$ cat config.mk
export PLATFORM = sky130hd
export DESIGN_NAME = irq_timer
export DESIGN_NICKNAME = d
export VERILOG_FILES = /design/src/rtl/irq_timer.sv
export SDC_FILE = /design/constraint.sdc
export NUM_CORES = 1
export LEC_CHECK = 0
export BUFFER_PORTS_ARGS = -buffer_cell sky130_fd_sc_hd__buf_2
export CAP_MARGIN = 30
export CORE_UTILIZATION = 28
export CTS_BUF_LIST = sky130_fd_sc_hd__clkbuf_8
export DETAILED_ROUTE_END_ITERATION = 8
export GPL_ROUTABILITY_DRIVEN = 1
export PLACE_DENSITY = 0.51
export RECOVER_POWER = 100
export SETUP_SLACK_MARGIN = 0.02
export SLEW_MARGIN = 10
export SYNTH_ARGS = -nofsm -noshare
export SYNTH_HDL_FRONTEND = slang
export SYNTH_SLANG_ARGS = --single-unit
$ cat constraint.sdc
create_clock -name clk -period 8.2 [get_ports clk]
set_input_delay 1.64 -clock clk [delete_from_list [all_inputs] [get_ports clk]]
set_output_delay 1.64 -clock clk [all_outputs]
set_load 0.05 [all_outputs]
$ cat src/rtl/irq_timer.sv
// irq_timer: memory-mapped reload timer with interrupt and free-running SYSTICK.
// Registers (exact byte-address match against BASE_ADDR):
//   +0x00 TH      reload value loaded into TL on overflow
//   +0x04 TL      up-counter, counts while TCON[0]=1
//   +0x08 TCON    [0] count enable, [1] interrupt enable, [2] status (sticky)
//   +0x14 SYSTICK free-running cycle counter, read-only
// Bus handshake: there is no valid/ready pair; MemWrite qualifies a single-edge
// store, and MemRead qualifies a purely combinational load with no side effects.
module irq_timer #(
    parameter logic [31:0] BASE_ADDR = 32'h40000000
) (
    input  logic        clk,
    input  logic        reset,
    input  logic        MemRead,
    input  logic        MemWrite,
    input  logic [31:0] Address,
    input  logic [31:0] WriteData,
    input  logic        Kernel,
    output logic [31:0] ReadData,
    output logic        IRQ
);

    localparam logic [31:0] TH_ADDR      = BASE_ADDR + 32'h0000_0000;
    localparam logic [31:0] TL_ADDR      = BASE_ADDR + 32'h0000_0004;
    localparam logic [31:0] TCON_ADDR    = BASE_ADDR + 32'h0000_0008;
    localparam logic [31:0] SYSTICK_ADDR = BASE_ADDR + 32'h0000_0014;

    logic [31:0] th_q, th_d;
    logic [31:0] tl_q, tl_d;
    logic [2:0]  tcon_q, tcon_d;
    logic [31:0] systick_q, systick_d;

    logic sel_th, sel_tl, sel_tcon, sel_systick;
    logic wr_th, wr_tl, wr_tcon;
    logic overflow;
    logic status_set;

    // Address decode and write strobes.
    always_comb begin
        sel_th      = (Address == TH_ADDR);
        sel_tl      = (Address == TL_ADDR);
        sel_tcon    = (Address == TCON_ADDR);
        sel_systick = (Address == SYSTICK_ADDR);
        wr_th       = MemWrite & sel_th;
        wr_tl       = MemWrite & sel_tl;
        wr_tcon     = MemWrite & sel_tcon;
        overflow    = tcon_q[0] & (tl_q == 32'hFFFF_FFFF);
        // A CPU store to TL on the overflow edge cancels the overflow's effects.
        status_set  = overflow & tcon_q[1] & ~wr_tl;
    end

    // Next-state: CPU writes win over counting; status set beats a software clear.
    always_comb begin
        th_d      = th_q;
        tl_d      = tl_q;
        tcon_d    = tcon_q;
        systick_d = systick_q + 32'd1;

        if (wr_th) begin
            th_d = WriteData;
        end

        if (wr_tl) begin
            tl_d = WriteData;
        end else if (tcon_q[0]) begin
            // Reload uses the pre-edge TH even if TH is written on this edge.
            tl_d = overflow ? th_q : tl_q + 32'd1;
        end

        if (wr_tcon) begin
            tcon_d = WriteData[2:0];
        end
        if (status_set) begin
            tcon_d[2] = 1'b1;
        end
    end

    // State registers with asynchronous clear.
    always_ff @(posedge clk or posedge reset) begin
        if (reset) begin
            th_q      <= 32'h0;
            tl_q      <= 32'h0;
            tcon_q    <= 3'b000;
            systick_q <= 32'h0;
        end else begin
            th_q      <= th_d;
            tl_q      <= tl_d;
            tcon_q    <= tcon_d;
            systick_q <= systick_d;
        end
    end

    // Combinational load data; zero when not reading a mapped register.
    always_comb begin
        ReadData = 32'h0;
        if (MemRead) begin
            if (sel_th) begin
                ReadData = th_q;
            end else if (sel_tl) begin
                ReadData = tl_q;
            end else if (sel_tcon) begin
                ReadData = {29'h0, tcon_q};
            end else if (sel_systick) begin
                ReadData = systick_q;
            end
        end
    end

    // Interrupt request, masked while the CPU runs in kernel mode.
    always_comb begin
        IRQ = tcon_q[1] & tcon_q[2] & ~Kernel;
    end

endmodule

After elaboration in Yosys (flattened, before gate mapping)
Index checks and enable logic that the tools add are counted. W data, S select, Z words.

Register bits after elaboration: 99. Word-level logic and storage cells: 34. Output and inout bits: 33.

Bitwise operators: 10. Equal/unequal tests: 5. Multiplexer cells: 10. $add $sub $neg: 2. Reduce and logical (&&, ||, !) cells: 2.

Operators with widths (number): $mux W32 (8); $eq A32 B31 Y1 const B (4); $add A32 B1 Y32 const B (2); $eq A32 B32 Y1 const B (1); $and A1 B1 Y1 (8); $reduce_bool A2 Y1 (2); $mux W3 (1); $not A1 Y1 (2); $mux W1 (1).

Longest topological paths before layout
Gate-level depths: netlist of run 1.

Word-level depth: 6. Depth in mapped cells: 8. Mapped depth without buffers: 6.

Worst setup path before layout of run 1
OpenSTA, ideal clock, no wires.

Kind: input to output. From: input port Address[17]. To: output port ReadData[0]. Data required time: 6560 ps. Setup slack: 2645 ps. Arrival: 3915 ps. Cell stages on the path: 6. Path buffers: 1. Cell sequence: nor4_1 nand4_2 nor2_1 clkbuf_1 nand2_1 nor3_1.

Word-level cells in the longest chain between the ends: 6.

Ends and longest elaborated chain: start, declared (line 16) `input logic [31:0] Address,`; $eq A32 B31 Y1 (line 43) `sel_systick = (Address == SYSTICK_ADDR);`; $mux W32 (line 103) `end else if (sel_systick) begin`; $mux W32 (line 101) `end else if (sel_tcon) begin`; $mux W32 (line 99) `end else if (sel_tl) begin`; $mux W32 (*) (line 97) `if (sel_th) begin`; $mux W32 (*) (line 96) `if (MemRead) begin`; end, declared (line 19) `output logic [31:0] ReadData,`.

Mark *: on every way between the ends. The rest lies on a longest branch, timed or not.

Worst setup path after layout of run 1
From: input port Address[9]. To: output port ReadData[22].

Same word-level chain as after synthesis.

==> results.py, run 1 <==
metrics = {
    "place": {
        "hpwl_um": 13900,
        "dp.cells": 989,
        "io_buffer_count": 101,
        "placed_area_um2": 6953,
        "gp_congestion": 0.8152,
    },
    "route": {
        "initialDrtViolationCount": 333,
        "dr_total_vias": 5453,
        "drc": 0,
        "routed_wl_um": 20080,
        "ant_nets": 0,
        "drtPass1Iterations": 5,
        "wl_per_cell_um": 19.96,
        "viasPerCell": 5.420,
    },
    "global_route": {
        "gr-total-overflow": 0,
        "grt_max_degree": 66,
        "grt_pass1_wl_um": 31570,
        "antenna_found_initial": 0,
        "grt_pass1_vias": 5430,
        "grt_use_total_pct": 18.44,
    },
    "min_path": {
        "min_path_type": "flop to flop",
        "hp-start": "systick_q[31]$_DFF_PP0_",
    },
    "clock_tree": {
        "root_buffer": "clkbuf_8",
        "cts_sinks": 99,
        "cts-resized-gates": 0,
        "ctsHoldBuffers": 0,
        "cts_buffers": 9,
        "htree_levels": 3,
        "clockBufferDepth": 2,
        "cts_setup_buffers": 0,
        "path_clk_slew_ns": 0.10,
        "cts_tree": "done",
        "clock_latency_ns": 0.39,
    },
    "synthesis": {
        "yosysSeqAreaShare_pct": 39.82,
        "avgSynthCellArea_um2": 9.630,
        "syn-num-nets": 717,
        "synth_flop_cell": "dfrtp_1",
        "yosys_warnings": 0,
        "synthesis.area_um2": 6221,
        "synth_edf_count": 0,
        "syn_inst": 646,
        "ys_ff_latch": 99,
        "async_reset_ff_share_pct": 100.0,
        "synthDistinctLibCells": 53,
    },
    "final_layout": {
        "diodes": 0,
        "area.sequential_um2": 2477,
        "multi_input_area_um2": 3391,
        "syn_to_final_growth_pct": 12.25,
        "layout_common_cells": "dfrtp_1 (99), buf_2 (69), nand2_1 (44)",
        "mostFrequentLayoutCell": "dfrtp_1",
        "nets": 792,
        "fin_cells": 1006,
        "utilization_pct": 32.00,
        "final_cell_area_um2": 6983,
        "fillers": 2305,
        "drive_above_1_share_pct": 14.46,
    },
    "sta": {
        "period_minus_slack_ns": 6.424,
        "clock.fmax_mhz": 155.7,
        "final.setup_skew_ns": 0.01443,
        "maxSlewViolCount": 172,
        "finalHoldViolCount": 0,
        "hold_slack_ns": 0.4815,
        "setup_violations": 0,
        "period_share_pct": 78.34,
        "worst_pin_slew_ns": 3.173,
        "finalSetupTns_ns": 0,
        "slew_headroom_pct": -111.5,
        "rsz0062_at_grt": "false",
    },
    "run_status": {
        "violations": "max-capacitance violations, max-slew violations",
        "status": "finished, violations left",
    },
    "setup_path": {
        "cp.arrival_ns": 4.78,
        "crit_start": "Address[9]",
        "crit_slowest_cell": "clkbuf_1",
        "worst-path-buf-inv": 3,
        "crit_path_end_kind": "primary output",
        "cp.required_ns": 6.56,
        "crit_fanout": 18,
        "cpPeakStageDelay_ns": 0.86,
        "critPathLaunchType": "input port",
        "crit_chain": "buf_2 > nor4_1 > nand4_1 > nor4_1 > clkbuf_1 > a22oi_1 > nor2b_1 > clkbuf_1",
        "cp_top_family": "buffers and inverters",
        "timing.rr.start": "tcon_q[0]$_DFFE_PP0P_",
        "worst-setup-path-type": "input port to primary output",
    },
    "floorplan": {
        "io_pins": 102,
        "initial_core_util_pct": 28.51,
        "num_rows": 54,
        "die_area_um2": 22820,
        "dieHeight_um": 151.1,
        "core_area_um2": 21820,
        "die-width_um": 151.1,
    },
    "pwr": {
        "p_leak_nw": 2.996,
        "pwr_density_cell_nw_per_um2": 124.3,
        "vdd_drop_max_uv": 55.83,
    },
    "flow_run": {
        "maxCapViolCount": 5,
    },
}
kinds of logic (layout without fill, tap and decap cells):
logic type	Yosys count	in the layout	synth area share, %
fa+ha+maj	2	2	0.4022
flops	99	99	39.82
compound gates	148	148	17.30
mux	49	49	10.18
xor+xnor	39	39	5.491
buf+inv	59	139	4.264
simple gates	250	250	22.55
sequential cells by signal (all words and copies together) (netlist names):
name,flops
th_q,32
systick_q,32
tl_q,32
tcon_q,3
metal layers:
layer | up-vias | global-route usage (%) | share of wire, %
met5 | - | 0 | 0
met4 | 0 | 4.850 | 0.99
met3 | 18 | 3.102 | 5.8
met2 | 178 | 29.27 | 46
met1 | 2691 | 25.81 | 47
li1 | 2566 | - | -
power breakdown:
part | switching (W) | total [W] | internal, W
registers | 0.0000000965 | 0.000488 | 0.000488
logic | 0.0000269 | 0.0000439 | 0.0000170
clock network | 0.000192 | 0.000336 | 0.000143
path summary, 6_finish.rpt:
kind                                           endpoint  slack [ns]  cells past startpoint
worst max-delay path                       ReadData[22]        1.78                      8
worst min-delay path            systick_q[31]$_DFF_PP0_        0.48                      1
worst max register to register     tl_q[22]$_DFFE_PP0P_        5.16                      6
worst min register to register  systick_q[31]$_DFF_PP0_        0.48                      1
max in group asynchronous       systick_q[18]$_DFF_PP0_        2.42                      4
min in group asynchronous        systick_q[0]$_DFF_PP0_        1.62                      2
synth_stat cells (16+ instances only):
cell / count / area [µm²]
nor2b_1: 39 / 244.0
nand4_1: 22 / 137.6
a21oi_1: 19 / 95.09
xnor2_1: 26 / 227.7
nor3_1: 18 / 90.09
o31ai_1: 19 / 142.6
nor2_1: 31 / 116.4
nand3_1: 33 / 165.2
dfrtp_1: 99 / 2477
a22o_1: 29 / 254.0
mux2i_1: 16 / 160.2
clkbuf_1: 26 / 97.59
nand2_1: 43 / 161.4
nor4_1: 16 / 100.1
a22oi_1: 30 / 225.2
mux2_4: 27 / 405.4
through the flow:
step	setup WS (ns)	total power (W)
2_1_floorplan	2.645	0.0005151
5_1_grt	1.479	0.0008995
6_report	1.776	0.0008677
3_5_place_dp	2.503	0.0005441
4_1_cts	2.485	0.0008799
3_3_place_gp	2.550	0.0005443
cell type report:
| cell class | instances | area share [%] |
|---|---|---|
| clock buffers | 9 | 1.774 |
| clock inverters | 7 | 1.093 |
| inverters | 12 | 0.6630 |
| multi-input cells | 488 | 48.56 |
| flip-flops and latches | 99 | 35.48 |
| well taps | 280 | 5.017 |
| repair buffers | 111 | 7.418 |
(Power assumes the default switching activity.)
==> run 2, diff against run 1 <==
clock period = 6.7 ns   (was 8.2 ns; I/O delays follow)
==> results.py, run 2 (synthesized netlist as in run 1, its figures left out) <==
metrics = {
    "setup_path": {
        "crit_fanout": 16,
        "regToRegSetupSlack_ns": 3.66,
        "cp.arrival_ns": 4.33,
        "cp.required_ns": 5.36,
        "critPathLaunchType": "input port",
        "crit_path_end_kind": "primary output",
        "worst-setup-path-type": "input port to primary output",
    },
    "clock_tree": {
        "clockBufferDepth": 2,
        "cts-resized-gates": 0,
        "htree_levels": 3,
        "cts_setup_buffers": 0,
        "root_buffer": "clkbuf_8",
        "cts_buffers": 9,
        "clock_latency_ns": 0.39,
        "cts_sinks": 99,
        "cts_tree": "done",
        "path_clk_slew_ns": 0.10,
        "ctsHoldBuffers": 0,
    },
    "global_route": {
        "grt_pass1_wl_um": 30710,
        "antenna_found_initial": 0,
        "grt_use_total_pct": 17.93,
        "gr-total-overflow": 0,
        "grt_max_degree": 74,
        "grt_pass1_vias": 5232,
    },
    "floorplan": {
        "core_area_um2": 21820,
        "die_area_um2": 22820,
        "io_pins": 102,
        "die-width_um": 151.1,
        "initial_core_util_pct": 28.51,
        "num_rows": 54,
        "dieHeight_um": 151.1,
    },
    "final_layout": {
        "diodes": 0,
        "mostFrequentLayoutCell": "dfrtp_1",
        "layout_common_cells": "dfrtp_1 (99), buf_2 (81), nand2_1 (44)",
        "drive_above_1_share_pct": 16.21,
        "reg_top3": "systick_q x32, th_q x32, tl_q x32",
        "nets": 794,
        "syn_to_final_growth_pct": 12.75,
        "utilization_pct": 32.14,
    },
    "place": {
        "io_buffer_count": 101,
        "gp_congestion": 0.8211,
        "hpwl_um": 13870,
        "pre_cts_ws_ns": 1.510,
    },
    "sta": {
        "rsz0062_at_grt": "false",
        "slew_headroom_pct": -18.93,
        "clock.fmax_mhz": 176.2,
        "setup_violations": 0,
        "finalHoldViolCount": 0,
        "period_share_pct": 84.69,
        "worst_pin_slew_ns": 1.784,
        "fin_ws_ns": 1.026,
        "hold_slack_ns": 0.4825,
        "finalSetupTns_ns": 0,
        "period_minus_slack_ns": 5.674,
        "maxSlewViolCount": 59,
        "final.setup_skew_ns": 0.01384,
    },
    "route": {
        "dr_total_vias": 5415,
        "initialDrtViolationCount": 351,
        "drc": 0,
        "drtPass1Iterations": 5,
        "viasPerCell": 5.372,
        "ant_nets": 0,
        "routed_wl_um": 19810,
        "wl_per_cell_um": 19.65,
    },
    "run_status": {
        "status": "finished, violations left",
        "violations": "max-capacitance violations, max-slew violations",
    },
    "flow_run": {
        "maxCapViolCount": 2,
    },
    "pwr": {
        "power_w": 0.001028,
        "vdd_drop_max_uv": 83.19,
        "p_leak_nw": 3.075,
        "pwr_density_cell_nw_per_um2": 146.5,
    },
    "min_path": {
        "min_path_type": "flop to flop",
    },
}
-- run 2: worst paths after layout --
check / end / depth (start not counted) / startpoint
max: ReadData[27] / 8 / Address[9]
min: systick_q[31]$_DFF_PP0_ / 1 / systick_q[31]$_DFF_PP0_
max reg2reg: tl_q[22]$_DFFE_PP0P_ / 6 / tcon_q[0]$_DFFE_PP0P_
min reg2reg: systick_q[31]$_DFF_PP0_ / 1 / systick_q[31]$_DFF_PP0_
max in group asynchronous: systick_q[16]$_DFF_PP0_ / 4 / reset
min in group asynchronous: tcon_q[2]$_DFFE_PP0P_ / 2 / reset
-- run 2: through the flow --
step | std cells | instance area, µm²
finish | 1008 | 7014
global route | 1008 | 7014
floorplan | 646 | 6221
detailed placement | 991 | 6958
global placement | 991 | 6958
CTS | 1007 | 7133
-- run 2: critical path: stages --
cell,delay [ns]
buf_2,0.09
nor4_1,0.34
nand4_1,0.43
nor2_1,1.02
buf_4,0.41
a22oi_1,0.10
nor2b_1,0.12
clkbuf_1,0.47
-- run 2: final cells by class --
type,count,area (µm²)
clock buffers,9,123.9
clock inverters,7,51.30
fillers,2331,14810
inverters,12,46.29
multi-input cells,488,3390
flip-flops and latches,99,2477
well taps,280,350.3
repair buffers,113,575.6
-- run 2: metal layers --
layer  share of wire (%)  track usage (%)
met1                  47            24.92
met4                 1.0            3.950
met3                 5.1            3.163
met5                   0                0
met2                  47            28.92
-- run 2: report_power, final --
group          internal, W  leakage [nW]  switching, W
logic            0.0000224          1.73     0.0000328
registers         0.000597          1.26   0.000000122
clock network     0.000138        0.0918      0.000237
total             0.000758          3.08      0.000270
==> run 3, diff against run 2 <==
ABC_AREA = 1   (was default)
clock period = 5.55 ns   (was 6.7 ns; I/O delays follow)
==> results.py, run 3 <==
metrics = {
    "synthesis": {
        "avgSynthCellArea_um2": 6.803,
        "post-synth-top-count-cell": "nand2_1",
        "synthesis.area_um2": 7388,
        "yosys_warnings": 0,
        "async_reset_ff_share_pct": 100.0,
        "synth_edf_count": 0,
        "syn_inst": 1086,
        "ys_ff_latch": 99,
        "synth_commonest_cells": "nand2_1 (289), inv_1 (108), dfrtp_1 (99)",
        "yosys.area.top_type": "dfrtp_1",
        "syn-num-nets": 1157,
        "yosysSeqAreaShare_pct": 33.53,
        "synth_area_leaders": "dfrtp_1 (34%), nand2_1 (15%), nand3_1 (6.5%)",
        "synth_flop_cell": "dfrtp_1",
        "synthDistinctLibCells": 38,
        "synth_top_cell_area_share_pct": 33.53,
    },
    "sta": {
        "worst_pin_slew_ns": 2.724,
        "hold_slack_ns": 0.4924,
        "period_minus_slack_ns": 4.964,
        "finalSetupTns_ns": 0,
        "final.setup_skew_ns": 0.01466,
        "rsz0062_at_grt": "false",
        "period_share_pct": 89.45,
        "slew_headroom_pct": -82.60,
        "finalHoldViolCount": 0,
        "setup_violations": 0,
        "clock.fmax_mhz": 201.4,
        "maxSlewViolCount": 134,
    },
    "pwr": {
        "p_clk_share_pct": 40.2,
        "p_leak_nw": 3.843,
        "pwr_density_cell_nw_per_um2": 161.4,
        "power_switching_share_pct": 24.90,
        "comb_power_share_pct": 6.1,
        "vdd_drop_max_uv": 120.5,
        "p_int_w": 0.001009,
        "p_seq_share_pct": 53.7,
        "p_switching_w": 0.0003346,
    },
    "setup_path": {
        "crit_path_end_kind": "primary output",
        "worst-path-buf-inv": 4,
        "worst-setup-path-type": "input port to primary output",
        "cp.required_ns": 4.44,
        "crit_fanout": 35,
        "crit_top_cell": "nand2_1",
        "crit_chain": "buf_2 > inv_1 > nor2_1 > nand2_1 > nor2_1 > nand2_1 > nor2_4 > buf_4 > nand2_1 > o21ai_0 > a21oi_1 > clkbuf_1",
        "cpPeakStageDelay_ns": 0.95,
        "crit_slowest_cell": "nand2_1",
        "cp.arrival_ns": 3.85,
        "critPathLaunchType": "input port",
        "cp_top_family": "simple AND/OR/NAND/NOR gates",
    },
    "floorplan": {
        "initial_core_util_pct": 28.43,
        "num_rows": 59,
        "die-width_um": 164.4,
        "dieHeight_um": 164.4,
        "core_area_um2": 25980,
        "die_area_um2": 27040,
        "io_pins": 102,
    },
    "final_layout": {
        "reg_top3": "systick_q x32, th_q x32, tl_q x32",
        "mostFrequentLayoutCell": "nand2_1",
        "syn_to_final_growth_pct": 12.63,
        "diodes": 0,
        "layout_common_cells": "nand2_1 (291), inv_1 (109), dfrtp_1 (99)",
        "drive_above_1_share_pct": 14.84,
        "nets": 1233,
        "fin_cells": 1501,
    },
    "clock_tree": {
        "cts_sinks": 99,
        "clock_latency_ns": 0.40,
        "cts_tree": "done",
        "root_buffer": "clkbuf_8",
        "cts-resized-gates": 0,
        "cts_setup_buffers": 0,
        "path_clk_slew_ns": 0.10,
        "cts_buffers": 9,
        "htree_levels": 3,
        "clockBufferDepth": 2,
        "ctsHoldBuffers": 0,
    },
    "flow_run": {
        "maxCapViolCount": 3,
    },
    "global_route": {
        "grt_pass1_wl_um": 42570,
        "gr-total-overflow": 0,
        "antenna_found_initial": 0,
        "grt_use_total_pct": 20.89,
        "grt_pass1_vias": 7293,
        "grt_max_degree": 59,
    },
    "min_path": {
        "min_path_type": "flop to flop",
    },
    "route": {
        "dr_total_vias": 7542,
        "wl_per_cell_um": 17.95,
        "drtPass1Iterations": 5,
        "initialDrtViolationCount": 556,
        "drc": 0,
        "ant_nets": 0,
        "viasPerCell": 5.025,
        "routed_wl_um": 26950,
    },
    "place": {
        "dp.cells": 1486,
        "gp_congestion": 0.8641,
        "hpwl_um": 19530,
        "io_buffer_count": 101,
    },
    "run_status": {
        "violations": "max-capacitance violations, max-slew violations",
        "status": "finished, violations left",
    },
}
==> run 3: power by group through the flow <==
stage / logic [W] / registers (W) / clock network [W]
after CTS: 0.0000853 / 0.000721 / 0.000556
after global routing: 0.0000933 / 0.000721 / 0.000582
after floorplan: 0.0000379 / 0.000735 / 0
after global placement: 0.0000847 / 0.000735 / 0
after detailed placement: 0.0000852 / 0.000735 / 0
final: 0.0000821 / 0.000721 / 0.000540
==> run 3: worst paths after layout <==
kind | start | to | slack [ns] | depth (start not counted)
setup / recovery | Address[30] | ReadData[16] | 0.59 | 12
hold / removal | systick_q[31]$_DFF_PP0_ | systick_q[31]$_DFF_PP0_ | 0.49 | 1
setup reg to reg | tl_q[0]$_DFFE_PP0P_ | tl_q[25]$_DFFE_PP0P_ | 3.16 | 10
hold reg to reg | systick_q[31]$_DFF_PP0_ | systick_q[31]$_DFF_PP0_ | 0.49 | 1
max in group asynchronous | reset | tl_q[18]$_DFFE_PP0P_ | 2.03 | 3
min in group asynchronous | reset | th_q[30]$_DFFE_PP0P_ | 1.48 | 2
==> run 3: layout make-up <==
cell class | count | area [µm²]
fill | 2910 | 17660
sequential | 99 | 2477
tap | 335 | 419.2
multi-input combinational | 798 | 4104
clock inverter | 5 | 78.83
timing repair buffer | 115 | 581.8
clock buffer | 10 | 137.6
inverter | 139 | 523.0
==> run 3: metal layers <==
layer,wire length [µm],track usage [%]
met1,13070,30.38
met2,11570,31.84
met3,1732,2.863
met4,573,6.339
met5,0,0
==> run 3: stage by stage <==
step	power (W)	instance area [µm²]	util (%)	worst slack (ns)
2_1_floorplan	0.0007729	7388	-	1.622
3_3_place_gp	0.0008196	8150	31.37	1.189
3_5_place_dp	0.0008202	8150	31.37	1.197
4_1_cts	0.001362	8367	32.20	1.208
5_1_grt	0.001396	8322	32.03	0.4728
6_report	0.001344	8322	32.03	0.5857
==> run 3: cells by family (layout without fill, tap and decap cells) <==
logic type	after synthesis	in the layout	synth area share, %
adders and majority gates	2	2	0.3386
AOI/OAI and AO/OA	134	134	10.47
xor gates and xnor gates	44	44	5.216
DFF	99	99	33.53
buffers and inverters	189	269	10.79
and+or+nand+nor	618	618	39.66
